==> config.mk <==
export PLATFORM = sky130hd
export DESIGN_NAME = param_datapath_flat
export DESIGN_NICKNAME = d
export VERILOG_FILES = /design/src/rtl/param_datapath_if.sv /design/src/rtl/param_datapath.sv /design/src/flat_wrapper.sv
export SDC_FILE = /design/constraint.sdc
export NUM_CORES = 2
export LEC_CHECK = 0
export ABC_AREA = 1
export BUFFER_PORTS_ARGS = -buffer_cell sky130_fd_sc_hd__buf_2
export CORE_ASPECT_RATIO = 1.75
export CORE_MARGIN = 1.5
export CORE_UTILIZATION = 43
export DETAILED_ROUTE_END_ITERATION = 16
export PLACE_DENSITY_LB_ADDON = 0.05
export SLEW_MARGIN = 10
export SYNTH_ARGS = -nofsm -noshare
export SYNTH_HDL_FRONTEND = slang
export SYNTH_SLANG_ARGS = --single-unit
==> constraint.sdc <==
create_clock -name clk -period 16.3 [get_ports clk]
set_input_delay 1.63 -clock clk [delete_from_list [all_inputs] [get_ports clk]]
set_output_delay 1.63 -clock clk [all_outputs]
set_load 0.02 [all_outputs]
==> src/rtl/param_datapath_if.sv <==
// Control-side bundle for param_datapath: bus/register controls, memory and IO data,
// ALU handshake and observation outputs.
interface param_datapath_if #(
  parameter int WIDTH = 32,
  parameter int NREGS = 16
);
  localparam int SW = $clog2(NREGS + 8);
  localparam int RW = $clog2(NREGS);

  logic [SW-1:0]    bus_src;
  logic             reg_wr_en;
  logic [RW-1:0]    reg_wr_sel;
  logic             pc_en;
  logic             ir_en;
  logic             y_en;
  logic             hi_en;
  logic             lo_en;
  logic             mdr_en;
  logic             mdr_read;
  logic [WIDTH-1:0] mdatain;
  logic [WIDTH-1:0] inport_data;
  logic [3:0]       alu_op;
  // Handshake: alu_start is honoured only while alu_busy is low (FSM idle); alu_busy is
  // high for every cycle a multi-cycle op is iterating; alu_done is high for exactly one
  // cycle right after the edge that wrote Z, and busy is already low in that cycle.
  logic             alu_start;
  logic             alu_busy;
  logic             alu_done;
  logic [1:0]       alu_state;
  logic [WIDTH-1:0] bus_out;
  logic [WIDTH-1:0] ir_out;
  logic [WIDTH-1:0] mdr_out;

  modport master (
    output bus_src, reg_wr_en, reg_wr_sel, pc_en, ir_en, y_en, hi_en, lo_en,
           mdr_en, mdr_read, mdatain, inport_data, alu_op, alu_start,
    input  alu_busy, alu_done, alu_state, bus_out, ir_out, mdr_out
  );

  modport slave (
    input  bus_src, reg_wr_en, reg_wr_sel, pc_en, ir_en, y_en, hi_en, lo_en,
           mdr_en, mdr_read, mdatain, inport_data, alu_op, alu_start,
    output alu_busy, alu_done, alu_state, bus_out, ir_out, mdr_out
  );
endinterface

==> src/rtl/param_datapath.sv <==
// Mini SRC datapath: register file, special registers, encoded bus and an ALU with
// single-cycle ops plus iterative signed multiply/divide.
module param_datapath #(
  parameter int WIDTH = 32,
  parameter int NREGS = 16,
  parameter int IMM_W = 19
) (
  input  logic             clk,
  input  logic             clr,
  param_datapath_if.slave  dp
);
  localparam int RW = $clog2(NREGS);
  localparam int AW = $clog2(WIDTH);

  typedef enum logic [1:0] {S_IDLE = 2'd0, S_MUL = 2'd1, S_DIV = 2'd2} state_t;

  logic [WIDTH-1:0] regs [NREGS];
  logic [WIDTH-1:0] pc, ir, y, hi, lo, zhi, zlo, mdr;
  logic [WIDTH-1:0] bus, c_val, alu_res, a_mag, b_mag;
  logic [AW-1:0]    sh;
  logic [AW:0]      rsh;
  state_t           state;
  logic             busy, done, neg_q, neg_r;
  logic [AW-1:0]    cnt;
  logic [WIDTH-1:0] opnd, acc_hi, acc_lo, a_lat;

  assign c_val = {{(WIDTH-IMM_W){ir[IMM_W-1]}}, ir[IMM_W-1:0]};

  always_comb begin
    bus = '0;
    if (int'(dp.bus_src) < NREGS) begin
      bus = regs[dp.bus_src[RW-1:0]];
    end else begin
      case (int'(dp.bus_src) - NREGS)
        0:       bus = hi;
        1:       bus = lo;
        2:       bus = zhi;
        3:       bus = zlo;
        4:       bus = pc;
        5:       bus = mdr;
        6:       bus = dp.inport_data;
        7:       bus = c_val;
        default: bus = '0;
      endcase
    end
  end

  always_ff @(posedge clk) begin
    if (clr) begin
      for (int i = 0; i < NREGS; i++) regs[i] <= '0;
      pc  <= '0;
      ir  <= '0;
      y   <= '0;
      hi  <= '0;
      lo  <= '0;
      mdr <= '0;
    end else begin
      if (dp.reg_wr_en) regs[dp.reg_wr_sel] <= bus;
      if (dp.pc_en)     pc <= bus;
      if (dp.ir_en)     ir <= bus;
      if (dp.y_en)      y  <= bus;
      if (dp.hi_en)     hi <= bus;
      if (dp.lo_en)     lo <= bus;
      if (dp.mdr_en)    mdr <= dp.mdr_read ? dp.mdatain : bus;
    end
  end

  // Operands: A is Y, B is the bus; rotates combine two opposite shifts.
  assign sh    = bus[AW-1:0];
  assign rsh   = (AW+1)'(WIDTH) - {1'b0, sh};
  assign a_mag = y[WIDTH-1]   ? -y   : y;
  assign b_mag = bus[WIDTH-1] ? -bus : bus;

  always_comb begin
    alu_res = '0;
    case (dp.alu_op)
      4'd0:    alu_res = y + bus;
      4'd1:    alu_res = y - bus;
      4'd2:    alu_res = y & bus;
      4'd3:    alu_res = y | bus;
      4'd4:    alu_res = y >> sh;
      4'd5:    alu_res = $signed(y) >>> sh;
      4'd6:    alu_res = y << sh;
      4'd7:    alu_res = (y >> sh) | (y << rsh);
      4'd8:    alu_res = (y << sh) | (y >> rsh);
      4'd9:    alu_res = -bus;
      4'd10:   alu_res = ~bus;
      default: alu_res = '0;
    endcase
  end

  // One shift-add step: acc_lo holds the unused multiplier bits, acc_hi the partial sum.
  logic [WIDTH:0]     mul_sum;
  logic [2*WIDTH-1:0] mul_prod, mul_fix;
  assign mul_sum  = {1'b0, acc_hi} + (acc_lo[0] ? {1'b0, opnd} : '0);
  assign mul_prod = {mul_sum, acc_lo[WIDTH-1:1]};
  assign mul_fix  = neg_q ? -mul_prod : mul_prod;

  // One restoring step: acc_hi is the partial remainder, acc_lo shifts dividend out / quotient in.
  logic [WIDTH:0]   div_rs, div_diff;
  logic             div_take;
  logic [WIDTH-1:0] rem_n, quo_n, rem_f, quo_f;
  assign div_rs   = {acc_hi, acc_lo[WIDTH-1]};
  assign div_diff = div_rs - {1'b0, opnd};
  assign div_take = !div_diff[WIDTH];
  assign rem_n    = div_take ? div_diff[WIDTH-1:0] : div_rs[WIDTH-1:0];
  assign quo_n    = {acc_lo[WIDTH-2:0], div_take};
  assign rem_f    = neg_r ? -rem_n : rem_n;
  assign quo_f    = neg_q ? -quo_n : quo_n;

  always_ff @(posedge clk) begin
    if (clr) begin
      state  <= S_IDLE;
      busy   <= 1'b0;
      done   <= 1'b0;
      zhi    <= '0;
      zlo    <= '0;
      cnt    <= '0;
      opnd   <= '0;
      acc_hi <= '0;
      acc_lo <= '0;
      a_lat  <= '0;
      neg_q  <= 1'b0;
      neg_r  <= 1'b0;
    end else begin
      done <= 1'b0;
      case (state)
        S_IDLE: begin
          if (dp.alu_start) begin
            cnt    <= '0;
            acc_hi <= '0;
            a_lat  <= y;
            neg_q  <= y[WIDTH-1] ^ bus[WIDTH-1];
            neg_r  <= y[WIDTH-1];
            if (dp.alu_op == 4'd11) begin
              state  <= S_MUL;
              busy   <= 1'b1;
              opnd   <= a_mag;
              acc_lo <= b_mag;
            end else if (dp.alu_op == 4'd12) begin
              state  <= S_DIV;
              busy   <= 1'b1;
              opnd   <= b_mag;
              acc_lo <= a_mag;
            end else begin
              zhi  <= '0;
              zlo  <= alu_res;
              done <= 1'b1;
            end
          end
        end
        S_MUL: begin
          {acc_hi, acc_lo} <= mul_prod;
          cnt <= cnt + 1'b1;
          if (cnt == AW'(WIDTH-1)) begin
            {zhi, zlo} <= mul_fix;
            done  <= 1'b1;
            busy  <= 1'b0;
            state <= S_IDLE;
          end
        end
        S_DIV: begin
          acc_hi <= rem_n;
          acc_lo <= quo_n;
          cnt    <= cnt + 1'b1;
          if (cnt == AW'(WIDTH-1)) begin
            // A zero divisor reports all-ones quotient and the untouched dividend.
            zlo   <= (opnd == '0) ? '1 : quo_f;
            zhi   <= (opnd == '0) ? a_lat : rem_f;
            done  <= 1'b1;
            busy  <= 1'b0;
            state <= S_IDLE;
          end
        end
        default: begin
          state <= S_IDLE;
          busy  <= 1'b0;
        end
      endcase
    end
  end

  assign dp.bus_out   = bus;
  assign dp.ir_out    = ir;
  assign dp.mdr_out   = mdr;
  assign dp.alu_busy  = busy;
  assign dp.alu_done  = done;
  assign dp.alu_state = state;
endmodule

==> src/flat_wrapper.sv <==
// flat-port wrapper written by rule: the top's interface ports become plain ports
module param_datapath_flat 
#(
  parameter int WIDTH = 32,
  parameter int NREGS = 16,
  parameter int IMM_W = 19
)
  (clk, clr, dp_bus_src, dp_reg_wr_en, dp_reg_wr_sel, dp_pc_en, dp_ir_en, dp_y_en, dp_hi_en, dp_lo_en, dp_mdr_en, dp_mdr_read, dp_mdatain, dp_inport_data, dp_alu_op, dp_alu_start, dp_alu_busy, dp_alu_done, dp_alu_state, dp_bus_out, dp_ir_out, dp_mdr_out);
  param_datapath_if #(.WIDTH(WIDTH), .NREGS(NREGS)) dp_i ();
  input  logic clk;
  input  logic clr;
  input wire logic [$bits(dp_i.bus_src)-1:0] dp_bus_src;
  input wire logic [$bits(dp_i.reg_wr_en)-1:0] dp_reg_wr_en;
  input wire logic [$bits(dp_i.reg_wr_sel)-1:0] dp_reg_wr_sel;
  input wire logic [$bits(dp_i.pc_en)-1:0] dp_pc_en;
  input wire logic [$bits(dp_i.ir_en)-1:0] dp_ir_en;
  input wire logic [$bits(dp_i.y_en)-1:0] dp_y_en;
  input wire logic [$bits(dp_i.hi_en)-1:0] dp_hi_en;
  input wire logic [$bits(dp_i.lo_en)-1:0] dp_lo_en;
  input wire logic [$bits(dp_i.mdr_en)-1:0] dp_mdr_en;
  input wire logic [$bits(dp_i.mdr_read)-1:0] dp_mdr_read;
  input wire logic [$bits(dp_i.mdatain)-1:0] dp_mdatain;
  input wire logic [$bits(dp_i.inport_data)-1:0] dp_inport_data;
  input wire logic [$bits(dp_i.alu_op)-1:0] dp_alu_op;
  input wire logic [$bits(dp_i.alu_start)-1:0] dp_alu_start;
  output wire logic [$bits(dp_i.alu_busy)-1:0] dp_alu_busy;
  output wire logic [$bits(dp_i.alu_done)-1:0] dp_alu_done;
  output wire logic [$bits(dp_i.alu_state)-1:0] dp_alu_state;
  output wire logic [$bits(dp_i.bus_out)-1:0] dp_bus_out;
  output wire logic [$bits(dp_i.ir_out)-1:0] dp_ir_out;
  output wire logic [$bits(dp_i.mdr_out)-1:0] dp_mdr_out;
  assign dp_i.bus_src = dp_bus_src;
  assign dp_i.reg_wr_en = dp_reg_wr_en;
  assign dp_i.reg_wr_sel = dp_reg_wr_sel;
  assign dp_i.pc_en = dp_pc_en;
  assign dp_i.ir_en = dp_ir_en;
  assign dp_i.y_en = dp_y_en;
  assign dp_i.hi_en = dp_hi_en;
  assign dp_i.lo_en = dp_lo_en;
  assign dp_i.mdr_en = dp_mdr_en;
  assign dp_i.mdr_read = dp_mdr_read;
  assign dp_i.mdatain = dp_mdatain;
  assign dp_i.inport_data = dp_inport_data;
  assign dp_i.alu_op = dp_alu_op;
  assign dp_i.alu_start = dp_alu_start;
  assign dp_alu_busy = dp_i.alu_busy;
  assign dp_alu_done = dp_i.alu_done;
  assign dp_alu_state = dp_i.alu_state;
  assign dp_bus_out = dp_i.bus_out;
  assign dp_ir_out = dp_i.ir_out;
  assign dp_mdr_out = dp_i.mdr_out;
  param_datapath #(.WIDTH(WIDTH), .NREGS(NREGS), .IMM_W(IMM_W)) u_core (.clk(clk), .clr(clr), .dp(dp_i));
endmodule
# == After elaboration in Yosys (flattened, before gate mapping) ==
# Memory sizes are Yosys's and may differ from the RTL's.
# Index checks and enable logic that the tools add are counted.
# word_totals
in_bits,88
ramBits,512
mem_bits_ro,0
mem_count,1
latchBits,0
ff_bits,395
out_inout_bits,100
# op_classes
n_mux,58
multipliers,0
reduce_logical,17
n_eq_ne,29
addsub,12
div_mod_pow,0
n_shift,5
order_cmp,1
bitwise_logic,6
# memory_table
name,words,width,rd,rd_clocked_by_memory_dff,write_ports,line,text
u_core.regs,16,32,1,0,16,param_datapath.sv:17,logic [WIDTH-1:0] regs [NREGS];
# op_table
cell,n
$mux W32,27
$pmux W32 S3,4
$pmux W32 S11,1
$pmux W32 S8,1
$eq A32 B3 Y1 const B,4
$neg A32 Y32,4
$or A32 B32 Y32,3
$eq A32 B2 Y1 const B,2
$logic_not A32 Y1,2
$mux W64,1
$neg A64 Y64,1
$add A32 B33 Y33,1
$sub A33 B32 Y33,1
$add A32 B32 Y32,1
$and A32 B32 Y32,1
$eq A32 B1 Y1 const B,1
$not A32 Y32,1
$reduce_or A32 Y1,1
$shl A32 B5 Y32,1
$shl A32 B6 Y32,1
$shr A32 B5 Y32,1
$shr A32 B6 Y32,1
$sshr A32 B5 Y32,1
$sub A32 B32 Y32,1
other kinds (31),65

# == Longest topological paths before layout ==
# logic_depth
ltp_word,12
mapped_depth,44
mapped_depth_nobuf,38

# == Worst setup path after synthesis ==
# OpenSTA, ideal clock, no wires.
# synth_path
path_kind,input-to-reg
from,in dp_bus_src[2]
to,reg u_core.zlo[12]
n_path_buf,8
t_arrival_ps,7108
setup_ps,132
setup_slack_ps,9060
required_ps,16168
stages,39
path_cell_list,buf_4 nor2_1 buf_6 nand2_2 inv_2 nand2_1 o2111ai_1 nor2_2 nand2_4 buf_2 inv_1 clkbuf_1 buf_1 ha_1 clkbuf_1 inv_1 clkbuf_1 clkbuf_1 [3 not listed] fa_1 inv_1 nand2_1 nand2_1 o21ai_0 o21ai_0 inv_1 o21ai_0 inv_1 o21ai_0 xnor2_1 nor2_1 a211oi_1 nand2_1 nor2_1 nand4_1 nand2_1 a21oi_1
# synth_via
elab_chain_len,12
# synth_lines
element,line,text
"start, declared",flat_wrapper.sv:12,input wire logic [$bits(dp_i.bus_src)-1:0] dp_bus_src;
$sub A5 B5 Y6,param_datapath.sv:34,case (int'(dp.bus_src) - NREGS)
"$eq A32 B3 Y1, or another cell as far along",param_datapath.sv:34,
$pmux W32 S8,param_datapath.sv:34,
$mux W32 (*),param_datapath.sv:31,if (int'(dp.bus_src) < NREGS) begin
$sub A6 B5 Y6,param_datapath.sv:70,"assign rsh = (AW+1)'(WIDTH) - {1'b0, sh};"
$shr A32 B6 Y32 or $shl A32 B6 Y32 (tied branches),"param_datapath.sv:85, param_datapath.sv:84",
"$or A32 B32 Y32, on equally long branches","param_datapath.sv:85, param_datapath.sv:84",
$pmux W32 S11 (*),param_datapath.sv:76,case (dp.alu_op)
$mux W32 (*),param_datapath.sv:140,end else if (dp.alu_op == 4'd12) begin
$mux W32 (*),param_datapath.sv:135,if (dp.alu_op == 4'd11) begin
$mux W32 (*),param_datapath.sv:129,if (dp.alu_start) begin
$pmux W32 S3 (*),param_datapath.sv:127,case (state)
"end signal, assigned",param_datapath.sv:147,zlo <= alu_res;
"end signal, assigned",param_datapath.sv:156,"{zhi, zlo} <= mul_fix;"
"end signal, assigned",param_datapath.sv:168,zlo <= (opnd == '0) ? '1 : quo_f;
"end, declared",param_datapath.sv:18,"logic [WIDTH-1:0] pc, ir, y, hi, lo, zhi, zlo, mdr;"
# Mark *: on every way between the ends. The rest lies on a longest branch, timed or not. The select of a mux whose other input is x is not followed.
# A chain may end at the register's enable or synchronous reset.

# == Final worst setup path ==
# layout_path
from,in dp_bus_src[1]
to,reg u_core.zlo[7]
# The elaborated chain is that of the path after synthesis.

==> impl_results.md <==
- Status: finished clean
- Post-layout util: 47.1%
- Largest net degree at the start of global routing: 176
- CTS tree: done
- Syn Area/Cell: 6.74 sq um
- Post-CTS sizing: 0
- Post-synth top flop: edfxtp_1
- Synth cell types: 67
- Share of power burned in registers: 35.7%
- Layout cells sized above 1: a little over 8%
- Setup Fix Bufs, Post-CTS: 0
- P_sw: 3.02 mW
- Synth top area cells: edfxtp_1, nand2_1, dfxtp_1, nand3_1, nor2_1
- DRC viols: 0
- Async S/R FF share, synth: 0%
- Int Power: ~4.2 mW
- Register area: 23,300 sq um
- Clk pwr share: 30.4%
- Met3 Use GR: approximately an eighth
- CP Class: in -> reg
- Number of port buffers: 187
- Layout Skew: 0.0886 ns
- Global route total overflow: 0
- Number of synthesized flops with an enable pin: 512
- Syn Inst Count: 9,196
- MaxCap Viol Count: 0
- Slew @ Worst Pin: ~1.4 ns
- DP Cell Count: between 10,000 and 15,000
- Synth area leader: edfxtp_1
- Met2 Usage GRT: 74.7%
- Via count: 68,804
- Worst Path Required: 16.86 ns
- Max-slew headroom: 6.77%
- GP Congestion: roughly 1.1
- Peak supply drop: 90.1 uV
- Avg WL per Cell: ~32 um
- Site row count: ~180
- Clock sinks: 906
- Final hold violation count: 0
- Sequential element share of the synthesized area: 37.5%
- Gr busiest metal: met2
- First-pass GRT wire length: approximately 490,000 um
- Crit path capture type: register
- Worst Setup Start Kind: input port
- DP Wirelength: 261,000 um
- Vias in the first global route: 63,514
- Layout area overhead: 8.95%
- Chip Width: 290 um
- Crit-path slowest cell: nor4_1
- CTS H-tree depth: 3
- CTS root buf: clkbuf_16
- Max FFs per register: 512
- Most common cell in the synthesized netlist: nand2_1
- Setup violations, final: 0
- # IOs: between 150 and 200
- Syn nets: 9,399
- Largest register by flop count: u_core.regs
- Filler instances: between 10,000 and 15,000
- Maximum clock path buffer count: 3
- Final Net Count: around 9,300
- Via density per instance: around 6.2
- Worst-Skew Late Latency: 0.78 ns
- Synth warnings: 0
- Reg clk slew, reported paths: 0.08 ns
- Slowest stage delay, CP: around 0.78 ns
- CTS buffer count: 88
- ANT nets after route: 0
- Core Region: 143,000 sq um
- Crit path DAT: ~10 ns
- Post-route clock period utilization: ~60%
- Area share of the largest cell type after synthesis: 24.8%
- Minimum clock period: roughly 9.8 ns
- Power density cells: 107 nW/um^2
- Combinational group share of total power: 33.9%
- Detailed Routing Iterations Pass 1: 8
- Die area: 147,000 sq um
- Die Y: approximately 500 um
- Overall routing resource usage: 47.3%
- Max Fanout on Critical Path: 69
- Flops & latches, synth: 906
- Met1 Use GR: 49.1%
- RSZ-0062 raised after global routing: false
- Min-Delay Path Class: reg -> reg
- Area of the multi-input gates: 32,900 sq um
- Top delay family on crit path: buffers and inverters
- Leak Pwr: 29.5 nW
- Initial Util: approximately 43%
- Synth Cell Area: 62,000 sq um
- Net Sw Frac: 41.7%
- Worst path bufs/invs: 9
- Commonest cells in the netlist: nand2_1, nor2_1, inv_1, nand3_1, a21oi_1
- Final Non-Filler Cells: approximately 11,000
- Post-route setup TNS: 0 ns
- Fmax: 0.102 GHz
- Final wirelength: approximately 350,000 um
- Initial antenna violation count: 34
- Initial DRC count: 8,902
- Slew Limit Fails: 0
- Cts hold-fix bufs: 0
metrics by stage:
stage          hold slack, ns  worst slack, ns  total power [mW]  instance area, sq um
4_1_cts                 0.458             6.76              7.12                 67200
6_report                0.461             6.45              7.25                 67500
2_1_floorplan           0.420             9.06              4.01                 62000
3_5_place_dp            0.446             6.06              4.96                 64200
5_1_grt                 0.479             6.04              7.45                 67400
3_3_place_gp            0.445             6.11              4.96                 64200
power groups by stage:
| stage | sequential (mW) | clock (mW) | combinational [mW] |
|---|---|---|---|
| global placement | 2.64 | 0 | 2.32 |
| CTS | 2.59 | 2.21 | 2.33 |
| floorplan | 2.61 | 0 | 1.40 |
| finish | 2.59 | 2.21 | 2.46 |
| global route | 2.59 | 2.29 | 2.57 |
| detailed placement | 2.64 | 0 | 2.32 |
path summary, 6_finish.rpt:
check	slack, ns	cells past startpoint	to	from
setup reg to reg	8.61	36	u_core.zlo[20]	u_core.regs[11][0]
hold reg to reg	0.46	2	u_core.a_lat[18]	u_core.a_lat[18]
hold / removal	0.46	2	u_core.a_lat[18]	u_core.a_lat[18]
setup / recovery	6.45	33	u_core.zlo[7]	dp_bus_src[1]
layout by cell type, fill, tap and decap left out, types with 78 or more instances in the layout:
master,n
clkbuf_16,91
nand4_1,181
nor3_1,84
dfxtp_1,393
xor2_1,88
nand3_1,841
o22ai_1,78
a22oi_1,90
a21oi_1,646
buf_2,186
nor2_1,1042
o21ai_0,504
buf_4,188
nand2_1,2513
inv_1,855
o211ai_1,173
edfxtp_1,512
ha_1,109
logic make-up (layout without fill, tap and decap cells):
logic type | Yosys count | after routing | share of synthesized area, %
AOI/OAI and AO/OA | 1708 | 1708 | 15.8
xor gates and xnor gates | 114 | 114 | 1.62
adders and majority gates | 115 | 115 | 2.36
buffers and inverters | 1503 | 1464 | 9.89
DFF | 906 | 906 | 37.5
muxes | 4 | 4 | 0.0646
other | 0 | 34 | 0
and+or+nand+nor | 4846 | 4846 | 32.8
area by class of cell:
class                           instances  share of cell area, %
Multi-Input combinational cell       6787                   48.7
Timing Repair Buffer                  383                   3.71
Sequential cell                       906                   34.5
Antenna cell                           34                  0.126
Clock inverter                         51                  0.849
Inverter                              915                   5.10
Tap cell                             1860                   3.45
Clock buffer                          115                   3.61
metal layers:
| metal | wire length, um | vias to the layer above | share of wire [%] |
|---|---|---|---|
| li1 | - | 30370 | - |
| met1 | 115000 | 32343 | 33 |
| met2 | 160000 | 4618 | 45 |
| met3 | 34400 | 1461 | 9.7 |
| met4 | 45000 | 12 | 13 |
| met5 | 84 | - | 0.024 |
worst reg2reg max path: cells and delay by family, from the launching register on:
family	cells	cell delay, ns
buf+inv	10	2.42
simple gates	14	1.88
compound gates	10	1.78
fa+ha+maj	2	1.09
flops	1	0.37
No activity file was read; power rests on OpenSTA's default activity.
